File: config.mk
export PLATFORM = sky130hd
export DESIGN_NAME = key_press_classifier
export DESIGN_NICKNAME = d
export VERILOG_FILES = /design/src/rtl/watch_pkg.sv /design/src/rtl/sync_2ff.sv /design/src/rtl/key_press_classifier.sv
export SDC_FILE = /design/constraint.sdc
export NUM_CORES = 1
export LEC_CHECK = 0
export ABC_AREA = 1
export CORE_ASPECT_RATIO = 0.75
export CORE_MARGIN = 2
export CORE_UTILIZATION = 40
export DETAILED_ROUTE_END_ITERATION = 10
export PLACE_DENSITY = 0.63
export SYNTH_ARGS = -nofsm -noshare
export SYNTH_HDL_FRONTEND = slang
export SYNTH_SLANG_ARGS = --single-unit
File: constraint.sdc
create_clock -name clk -period 3.4 [get_ports clk]
set_clock_uncertainty 0.15 [all_clocks]
set_input_delay 0.85 -clock clk [delete_from_list [all_inputs] [get_ports clk]]
set_output_delay 0.85 -clock clk [all_outputs]
set_load 0.01 [all_outputs]
File: src/rtl/watch_pkg.sv
// Shared definitions for the watch front-panel logic: clock-derived timing
// defaults and the key classifier state encoding.
package watch_pkg;

  localparam int IN_CLK_HZ        = 50_000_000;
  localparam int DEBOUNCE_CYC_DEF = IN_CLK_HZ / 100;  // 10 ms
  localparam int LONG_CYC_DEF     = IN_CLK_HZ;        // 1 s
  localparam int REPEAT_CYC_DEF   = IN_CLK_HZ / 5;    // 200 ms

  typedef enum logic [2:0] {
    IDLE,
    DB_PRESS,
    PRESSED,
    LONG_HELD,
    DB_RELEASE
  } key_state_e;

  // Counter width that covers the largest period; never below one bit.
  function automatic int cnt_width(input int a, input int b, input int c);
    int m;
    m = (a > b) ? a : b;
    m = (m > c) ? m : c;
    return (m > 1) ? $clog2(m) : 1;
  endfunction

endpackage

File: src/rtl/sync_2ff.sv
// Two-flop synchronizer for a single asynchronous level.
module sync_2ff (
  input  logic clk,
  input  logic rst_n,
  input  logic d,
  output logic q
);

  logic meta;

  // NOTE: non-blocking assignments make meta and q shift as a true pipeline;
  // blocking here would collapse both flops into one.
  always_ff @(posedge clk or negedge rst_n) begin
    if (!rst_n) begin
      meta <= 1'b0;
      q    <= 1'b0;
    end else begin
      meta <= d;
      q    <= meta;
    end
  end

endmodule

File: src/rtl/key_press_classifier.sv
// Debounces an active-low push-button and classifies each press as short
// (pulse on release), long (pulse at LONG_CYC) with auto-repeat while held.
module key_press_classifier
  import watch_pkg::*;
#(
  parameter int DEBOUNCE_CYC = DEBOUNCE_CYC_DEF,
  parameter int LONG_CYC     = LONG_CYC_DEF,
  parameter int REPEAT_CYC   = REPEAT_CYC_DEF
) (
  input  logic clk,
  input  logic rst_n,
  input  logic key_n,
  output logic key_first,
  output logic key_long,
  output logic key_repeat,
  output logic key_held
);

  localparam int CNT_W = cnt_width(DEBOUNCE_CYC, LONG_CYC, REPEAT_CYC);

  localparam logic [CNT_W-1:0] DB_LAST   = CNT_W'(DEBOUNCE_CYC - 1);
  localparam logic [CNT_W-1:0] LONG_LAST = CNT_W'(LONG_CYC - 1);
  localparam logic [CNT_W-1:0] REP_LAST  = CNT_W'(REPEAT_CYC - 1);

  logic             key_raw;
  logic             key_s;
  key_state_e       state_q, state_d;
  logic [CNT_W-1:0] cnt_q, cnt_d;
  logic             short_q, short_d;
  logic             held_d, first_d, long_d, repeat_d;

  assign key_raw = ~key_n;

  sync_2ff u_sync (
    .clk   (clk),
    .rst_n (rst_n),
    .d     (key_raw),
    .q     (key_s)
  );

  always_ff @(posedge clk or negedge rst_n) begin
    if (!rst_n) begin
      state_q    <= IDLE;
      cnt_q      <= '0;
      short_q    <= 1'b0;
      key_held   <= 1'b0;
      key_first  <= 1'b0;
      key_long   <= 1'b0;
      key_repeat <= 1'b0;
    end else begin
      state_q    <= state_d;
      cnt_q      <= cnt_d;
      short_q    <= short_d;
      key_held   <= held_d;
      key_first  <= first_d;
      key_long   <= long_d;
      key_repeat <= repeat_d;
    end
  end

  // NOTE: every signal gets a default before the case so no path leaves a
  // variable unassigned, which would otherwise infer a latch.
  always_comb begin
    state_d  = state_q;
    cnt_d    = cnt_q;
    short_d  = short_q;
    held_d   = key_held;
    first_d  = 1'b0;
    long_d   = 1'b0;
    repeat_d = 1'b0;

    unique case (state_q)
      IDLE: begin
        if (key_s) begin
          state_d = DB_PRESS;
          cnt_d   = '0;
        end
      end

      DB_PRESS: begin
        if (!key_s) begin
          state_d = IDLE;
          cnt_d   = '0;
        end else if (cnt_q == DB_LAST) begin
          state_d = PRESSED;
          cnt_d   = '0;
          held_d  = 1'b1;
        end else begin
          cnt_d = cnt_q + 1'b1;
        end
      end

      PRESSED: begin
        if (!key_s) begin
          state_d = DB_RELEASE;
          cnt_d   = '0;
          short_d = 1'b1;
        end else if (cnt_q == LONG_LAST) begin
          state_d = LONG_HELD;
          cnt_d   = '0;
          long_d  = 1'b1;
        end else begin
          cnt_d = cnt_q + 1'b1;
        end
      end

      // Release has priority over a repeat due on the same cycle.
      LONG_HELD: begin
        if (!key_s) begin
          state_d = DB_RELEASE;
          cnt_d   = '0;
          short_d = 1'b0;
        end else if (cnt_q == REP_LAST) begin
          cnt_d    = '0;
          repeat_d = 1'b1;
        end else begin
          cnt_d = cnt_q + 1'b1;
        end
      end

      DB_RELEASE: begin
        if (key_s) begin
          cnt_d = '0;
        end else if (cnt_q == DB_LAST) begin
          state_d = IDLE;
          cnt_d   = '0;
          held_d  = 1'b0;
          first_d = short_q;
          short_d = 1'b0;
        end else begin
          cnt_d = cnt_q + 1'b1;
        end
      end

      default: begin
        state_d = IDLE;
        cnt_d   = '0;
        short_d = 1'b0;
        held_d  = 1'b0;
      end
    endcase
  end

endmodule
==> metrics.md, run 1 <==
| Metric | Value |
|---|---|
| Status | complete, no violations |
| Endpoints failing hold | 0 |
| Setup TNS | 0 ns |
| Cell Area, Synth | 0.00265 mm2 |
| Worst slew pin tran | 0.828 ns |
| Resized cells post-CTS | 0 |
| Seq cells post-synth | 36 |
| Drt pass-1 iters | 5 |
| Vert. Die Dim | roughly 74 um |
| Post-synth cell types | 31 |
| Worst path slowest cell | inv_1 |
| HP Class | register to register |
| Reg2Reg Setup Slack | 1.12 ns |
| Share of the synthesized area in the top cell type | 0.340 |
| Die W | ~98 um |
| Tmin final | 2.28 ns |
| Clock latency on the worst-skew pair | ~0.29 ns |
| Leak Pwr | between 1 and 1.5 nW |
| Final period utilization | 0.670 |
| Clk root buf | clkbuf_8 |
| Post-synth ARST share | 1.00 |
| Core Area | around 0.0063 mm2 |
| Main area contributors after synthesis | dfrtp_1 34%, nand2_1 15%, nor2_1 8.4% |
| WL per Instance | approximately 14 um |
| Starting density of the core | 0.417 |
| Fmax achieved | approximately 440 MHz |
| Final wirelength | just under 7 mm |
| Initial antenna violation count | 0 |
| Clock Path Buffers | 2 |
| Clock transition at path regs | around 0.07 ns |
| CTS Hold Bufs | 0 |
| # port buffers | 6 |
| Leading area contributor after synthesis | dfrtp_1 |
| I/O pin count | 7 |
| Post-Syn Nets | roughly 410 |
| Mapped Cells | 410 |
| Pin count of the biggest net entering global routing | 37 |
| Max Cap Viol | 0 |
| H-tree lvl count | 2 |
| CP Class | register to register |
| Num rows | 25 |
| Clock Sinks | 36 |
| Most frequent cells after synthesis | 107 x nand2_1, 59 x nor2_1, 58 x inv_1, 36 x dfrtp_1, 34 x nand3_1 |
| CP Data Arrival Time | roughly 2.3 ns |
| DRC viols | 0 |
| PwrDens | roughly 450 mW/mm2 |
| Synth Flop Type | dfrtp_1 |
| Final Slew Violations | 0 |
| HPWL Detailed | roughly 5.2 mm |
| Worst Setup End Kind | register |
| Grt total ovfl | 0 |
| Setup Fix Bufs, Post-CTS | 0 |
| ANT cells | 0 |
| Worst-path cell chain | nor2_1 > nand3_2 > inv_1 > nor2_1 > xor2_1 > inv_1 > nand2_2 > inv_2 |
| Post-synth EDFFs | 0 |
| DRT antenna net count | 0 |
| Top-count cell post-synth | nand2_1 |
| Nets | between 400 and 500 |
| Drt initial violations | 190 |
| Max_slew headroom | 0.448 |
| Area Growth Syn to Fin | 7.22% |
| Worst path required time | between 3 and 4 ns |
| All-layer global routing usage | 0.200 |
| Worst IR Drop VDD | about 0.17 mV |
| Post-Syn Area per Cell | about 6.5 um2 |
| Vias per std cell | roughly 5 |
| Vias | ~2500 |
| Crit-path max FO | 23 |
| Kind of cell adding the most delay to the critical path | simple AND/OR/NAND/NOR gates |
| CP max stage delay | roughly 0.50 ns |
| Vias in the first global route | ~2300 |
| First-pass GRT wire length | roughly 11 mm |
| Crit path buffers/inverters | 3 |
| Sequential cell area fraction in the yosys report | 0.340 |
| Die Footprint | ~0.0073 mm2 |
| TritonCTS clock tree | done |
| Design Power | about 1.3 mW |
| Final Setup Violations | 0 |
| CTS buffer count | 5 |
| Layout cell share with drive strength beyond 1 | 0.127 |
| GP Congestion | between 0.9 and 1 |
| Final core utilization | 0.447 |
| RSZ-0062 raised after global routing | no |
| Crit path launch type | register |
| Yosys warns | 0 |
[routing by layer]
| metal | wire, um | vias up | global-route usage | share of wire |
|---|---|---|---|---|
| met2 | 2600 | 110 | 0.279 | 0.38 |
| met1 | 3800 | 1097 | 0.322 | 0.55 |
| met5 | 0 | - | 0 | 0 |
| met4 | 28 | 0 | 0.0355 | 0.0041 |
| met3 | 464 | 4 | 0.0348 | 0.067 |
| li1 | - | 1281 | - | - |
[stage by stage]
step                hold slack, ns  instances  setup slack [ns]  cell area (um2)
floorplan                    0.181        410              1.61             2650
detailed placement           0.186        490              1.14             2760
global placement             0.187        490              1.21             2760
CTS                          0.203        497              1.14             2840
finish                       0.201        497              1.12             2840
global route                 0.223        497             0.929             2840
[sequential cells by signal, indices dropped and copies added, names as in the netlist]
name         cells
cnt_q           26
key_long         1
state_q          3
key_first        1
key_held         1
u_sync.meta      1
u_sync.q         1
key_repeat       1
short_q          1
[kinds of logic after synthesis]
group                    synth area share
AO/OA/AOI/OAI                      0.0335
XOR/XNOR                           0.0397
adder cells (fa/ha/maj)           0.00472
buffers and inverters               0.124
flip-flops                          0.340
AND/OR/NAND/NOR                     0.458
[power by group]
group          switching [mW]  internal [mW]  leakage, nW
logic                   0.336          0.127        0.949
registers              0.0435          0.466        0.492
clock network           0.160          0.140       0.0410
[path summary, 6_finish.rpt]
path	cells past startpoint	endpoint	start
hold / removal	0	u_sync.q	u_sync.meta
max in group asynchronous	1	cnt_q[2]	rst_n
hold reg to reg	0	u_sync.q	u_sync.meta
setup reg to reg	8	cnt_q[8]	state_q[1]
min in group asynchronous	1	cnt_q[19]	rst_n
setup / recovery	8	cnt_q[8]	state_q[1]
[layout by cell type (no fill, tap or decap), drive strengths merged]
cell type and instances:
o22ai 2, clkbuf 6, nor4 2, clkinv 2, nand3b 2, nor2 66
o21bai 1, ha 1, a21oi 3, buf 1, inv 75, nor3 14
clkdlybuf4s50 5, nand4 19, nand2 123, xor2 11, xnor2 1, nand3 36
dfrtp 36, o21ai 10
[cell type report]
| cell class | instances | area, um2 |
|---|---|---|
| clock buffer | 6 | 72.6 |
| clock inverter | 1 | 5.00 |
| fill | 693 | 3510 |
| inverter | 76 | 285 |
| multi-input combinational | 291 | 1420 |
| sequential | 36 | 901 |
| tap | 81 | 101 |
| timing repair buffer | 6 | 55.1 |
No activity file was read; power rests on OpenSTA's default activity.
==> run 2, diff against run 1 <==
Clock period 3.4 ns to 2.4 ns, I/O delays scaled along.
==> run 2 against run 1 <==
  * Critical endpoint is now cnt_q[19]
  * Design area up 1.9%
  * Via count is 3.4% higher
  * Combinational power increased by 49%
  * Sequential power up 41%
  * Critical path type unchanged
  * Total power up 47%
  * Core utilization up 0.87 points
  * Fmax is 3.5% higher
  * Global-route usage grew 0.16 points
==> metrics.md, run 2 (same netlist as run 1, synthesis figures left out) <==
| Metric | Value |
|---|---|
| Status | complete, no violations |
| CP Class | register to register |
| Crit path launch type | register |
| Area Growth Syn to Fin | 9.30% |
| Hold WS | 0.103 ns |
| Placed insts | 494 |
| Vias per std cell | around 5 |
| CP Depth | 8 |
| Worst path required time | 2.44 ns |
| Drt pass-1 iters | 5 |
| Max FFs per register | 26 |
| H-tree lvl count | 2 |
| R2R depth | 8 |
| All-layer global routing usage | 0.202 |
| Resized cells post-CTS | 0 |
| Die W | ~100 um |
| PwrDens | between 600 and 700 mW/mm2 |
| Crit-path max FO | 14 |
| Reg2Reg Setup Slack | 0.20 ns |
| # port buffers | 6 |
| Regs by FF count | cnt_q: 26 flops, state_q: 3 flops |
| RR Startpoint | cnt_q[21] |
| CTS buffer count | 5 |
| Max Cap Viol | 0 |
| Fmax achieved | ~450 MHz |
| Starting density of the core | 0.417 |
| Max_slew headroom | 0.518 |
| Tmin final | 2.20 ns |
| Worst Setup End Kind | register |
| I/O pin count | 7 |
| Crit path buffers/inverters | 1 |
| CP max stage delay | 0.41 ns |
| Final wirelength | around 7.0 mm |
| Final Slew Violations | 0 |
| Worst-path cell chain | nor2_1 > nand3_1 > nor2_1 > nand3_1 > nand2_2 > nand4_4 > nand2_1 > inv_1 |
| Worst path slowest cell | dfrtp_1 |
| Final instance area | a little under 0.003 mm2 |
| Biggest register | cnt_q |
| Layout cell share with drive strength beyond 1 | 0.135 |
| Clock transition at path regs | approximately 0.070 ns |
| Clock Path Buffers | 2 |
| Kind of cell adding the most delay to the critical path | simple AND/OR/NAND/NOR gates |
| Final Setup Violations | 0 |
| Vert. Die Dim | approximately 74 um |
| Num rows | 25 |
| Drt initial violations | just over 200 |
| ANT cells | 0 |
| Setup TNS | 0 ns |
| Pin count of the biggest net entering global routing | 20 |
| Dpl cell area | about 0.0028 mm2 |
| HP Class | input port to async pin |
| GP Congestion | 0.961 |
| Clock Sinks | 36 |
| Commonest non-fill, non-tap cell in the layout | nand2_1 |
| First-pass GRT wire length | approximately 11 mm |
| DRT antenna net count | 0 |
| HPWL Detailed | approximately 5.4 mm |
| Vias in the first global route | 2237 |
| Worst IR Drop VDD | 0.380 mV |
| DRC viols | 0 |
| End of the worst register-to-register path | cnt_q[19] |
| Worst slew pin tran | 0.717 ns |
| CTS Hold Bufs | 0 |
| Grt total ovfl | 0 |
| Final period utilization | 0.918 |
| Most frequent cells in the layout | 107 x nand2_1, 59 x nor2_1, 58 x inv_1 |
| Clk root buf | clkbuf_8 |
| TritonCTS clock tree | done |
| Post-route insts no fill | approximately 500 |
| Endpoints failing hold | 0 |
| Nets | roughly 420 |
| Vias | 2576 |
| Setup Fix Bufs, Post-CTS | 0 |
| WL per Instance | about 14 um |
| RSZ-0062 raised after global routing | no |
| Die Footprint | ~0.0073 mm2 |
| Initial antenna violation count | 0 |
| Leak Pwr | 1.51 nW |
| Clock latency on the worst-skew pair | 0.29 ns |
| CP Data Arrival Time | around 2.2 ns |
| Core Area | approximately 0.0063 mm2 |
==> run 2: cell count changes in the layout (fill, tap and decap cells not counted) <==
cell      change
buf_4         +3
clkbuf_8      +1
buf_12        +1
clkbuf_1      +1
clkinv_2      -1
==> run 2: how the worst max path moves through the flow <==
stage,startpoint,endpoint,slack (ns)
after floorplan,cnt_q[0],cnt_q[10],0.61
after global placement,cnt_q[0],cnt_q[23],0.30
after detailed placement,cnt_q[0],cnt_q[23],0.22
after CTS,cnt_q[0],cnt_q[23],0.21
after global routing,cnt_q[0],cnt_q[19],0.02
final,cnt_q[21],cnt_q[19],0.20
==> run 2: power by group <==
group	internal (mW)	switching [mW]
Sequential	0.661	0.0587
Combinational	0.199	0.491
Clock	0.235	0.225
==> run 2: area by class of cell <==
| cell class | count | area (um2) |
|---|---|---|
| Clock buffer | 8 | 90.1 |
| Fill cell | 675 | 3450 |
| Inverter | 76 | 285 |
| Multi-Input combinational cell | 291 | 1420 |
| Sequential cell | 36 | 901 |
| Tap cell | 81 | 101 |
| Timing Repair Buffer | 10 | 97.6 |
==> run 2: per-layer routing <==
metal,vias to the layer above,GRT usage,share of wire
li1,1289,-,-
met3,8,0.0526,0.090
met2,104,0.275,0.38
met5,-,0,0
met1,1175,0.312,0.52
met4,0,0.0509,0.011
==> run 2: per-stage QoR <==
step                      worst slack [ns]  power (mW)  utilization
final                                0.198        1.87        0.456
after global routing                0.0164        1.99        0.456
after CTS                            0.208        1.88        0.456
after detailed placement             0.221        1.42        0.442
after global placement               0.301        1.41        0.442
after floorplan                      0.607        1.23            -
==> run 3, diff against run 2 <==
Settings changed: GPL_ROUTABILITY_DRIVEN from default to 0, SLEW_MARGIN from default to 20.
==> run 3 against run 2 <==
  * Final cell count unchanged
  * Die area unchanged
  * Flip-flop and latch count unchanged
  * Core utilization shrank 0.20 points
  * Routed wire length fell by 1.2%
  * Clock power is 2% lower
  * Via count down 0.93%
  * Non-clock buffer count stayed put
  * Global-route usage is 0.33 points lower
  * Highest routed layer unchanged
  * Total power shrank 0.89%
  * Critical path depth grew 2
==> metrics.md, run 3 (same netlist as run 1, synthesis figures left out) <==
| Metric | Value |
|---|---|
| Met3 wire len | 577 um |
| PwrDens | around 640 mW/mm2 |
| Uppermost routed layer | met4 |
| ANT cells | 0 |
| Die W | between 90 and 100 um |
| Filler cells | 640 |
| Final core utilization | 0.454 |
| Clock latency on the worst-skew pair | just under 0.3 ns |
| Setup TNS | 0 ns |
| Pin count of the biggest net entering global routing | 37 |
| Leak Pwr | 1.51 nW |
| TritonCTS clock tree | done |
| Final period utilization | 0.890 |
| Die Footprint | between 0.007 and 0.008 mm2 |
| Vias in the first global route | 2230 |
| First-pass GRT wire length | roughly 11 mm |
| Endpoints failing hold | 0 |
| All-layer global routing usage | 0.198 |
| Hold WS | between 0.2 and 0.25 ns |
| Num rows | 25 |
| CTS Hold Bufs | 0 |
| DRT antenna net count | 0 |
| Clk root buf | clkbuf_8 |
| Max Cap Viol | 0 |
| RR Startpoint | cnt_q[0] |
| Worst Setup End Kind | register |
| CTS buffer count | 5 |
| Worst slew pin tran | 0.661 ns |
| Worst Setup SP | cnt_q[0] |
| R2R depth | 10 |
| Regs by FF count | cnt_q: 26 flops, state_q: 3 flops |
| Vias | 2552 |
| Clock transition at path regs | roughly 0.07 ns |
| Core Area | ~0.0063 mm2 |
| Final Slew Violations | 0 |
| Area Growth Syn to Fin | 8.83% |
| Worst IR Drop VDD | 0.268 mV |
| Clock Sinks | 36 |
| Tmin final | roughly 2.1 ns |
| Commonest non-fill, non-tap cell in the layout | nand2_1 |
| Biggest register | cnt_q |
| Reg2Reg Setup Slack | between 0.2 and 0.3 ns |
| Worst path required time | approximately 2.4 ns |
| Crit path launch type | register |
| HP Class | input port to async pin |
| H-tree lvl count | 2 |
| Max FFs per register | 26 |
| Crit-path max FO | 14 |
| Grt total ovfl | 0 |
| Fmax achieved | 468 MHz |
| # port buffers | 6 |
| Final wirelength | roughly 7 mm |
| Layout cell share with drive strength beyond 1 | 0.135 |
| Vias per std cell | between 5 and 6 |
| End of the worst register-to-register path | cnt_q[23] |
| Initial antenna violation count | 0 |
| Resized cells post-CTS | 0 |
| Final Setup Violations | 0 |
| Metal-1 WL | approximately 3.6 mm |
| Drt pass-1 iters | 5 |
| Vert. Die Dim | about 74 um |
| Setup Fix Bufs, Post-CTS | 0 |
| RSZ-0062 raised after global routing | no |
| Nets | between 400 and 500 |
| I/O pin count | 7 |
| CP Class | register to register |
| Status | complete, no violations |
| Max_slew headroom | 0.556 |
| Most frequent cells in the layout | 107 x nand2_1, 59 x nor2_1, 58 x inv_1 |
| Design Power | roughly 1.9 mW |
| WL per Instance | around 14 um |
| Clock Path Buffers | 2 |
| CP Data Arrival Time | approximately 2.2 ns |
| Starting density of the core | 0.417 |
| Wire length on met2 | roughly 2.6 mm |
| Drt initial violations | 293 |
| DRC viols | 0 |
| HPWL Detailed | roughly 5.4 mm |
-- run 3: cell counts in the layout (fill, tap and decap cells not counted) --
Identical to the previous run, type by type.
-- run 3: cell type report --
type | count | area, um2 | share of cell area
clock buffer | 8 | 90.1 | 0.0312
tap | 81 | 101 | 0.0351
multi-input combinational | 291 | 1420 | 0.493
inverter | 76 | 285 | 0.0989
sequential | 36 | 901 | 0.312
timing repair buffer | 10 | 85.1 | 0.0295
-- run 3: worst max-delay path, stage by stage, from the launching register on --
cell and delay (ns):
dfrtp_1 0.43, ha_1 0.21, nand2_2 0.09, nor2_4 0.16, nand2_2 0.09, nor2_4 0.10, nand4_2 0.13, nand2_4 0.14
nand4_4 0.29, nand2_1 0.17, inv_1 0.05
-- run 3: power by group --
part | internal (mW) | switching [mW]
registers | 0.661 | 0.0612
clock network | 0.234 | 0.215
logic | 0.197 | 0.484
-- run 3: worst max-delay path by stage --
stage,to,slack (ns),cells past startpoint
2_1_floorplan,cnt_q[10],0.61,11
3_3_place_gp,cnt_q[23],0.37,10
3_5_place_dp,cnt_q[23],0.29,10
4_1_cts,cnt_q[23],0.27,10
5_1_grt,cnt_q[23],0.07,10
6_report,cnt_q[23],0.26,10
-- run 3: metal layers --
layer	vias up	global-route usage
met5	-	0
met4	0	0.0324
met2	97	0.263
li1	1296	-
met3	6	0.0545
met1	1153	0.318
-- run 3: per-stage QoR --
stage | setup WS (ns) | cells | instance area (um2)
finish | 0.265 | 502 | 2880
CTS | 0.273 | 502 | 2880
global route | 0.0737 | 502 | 2880
detailed placement | 0.291 | 494 | 2790
floorplan | 0.607 | 410 | 2650
global placement | 0.368 | 494 | 2790
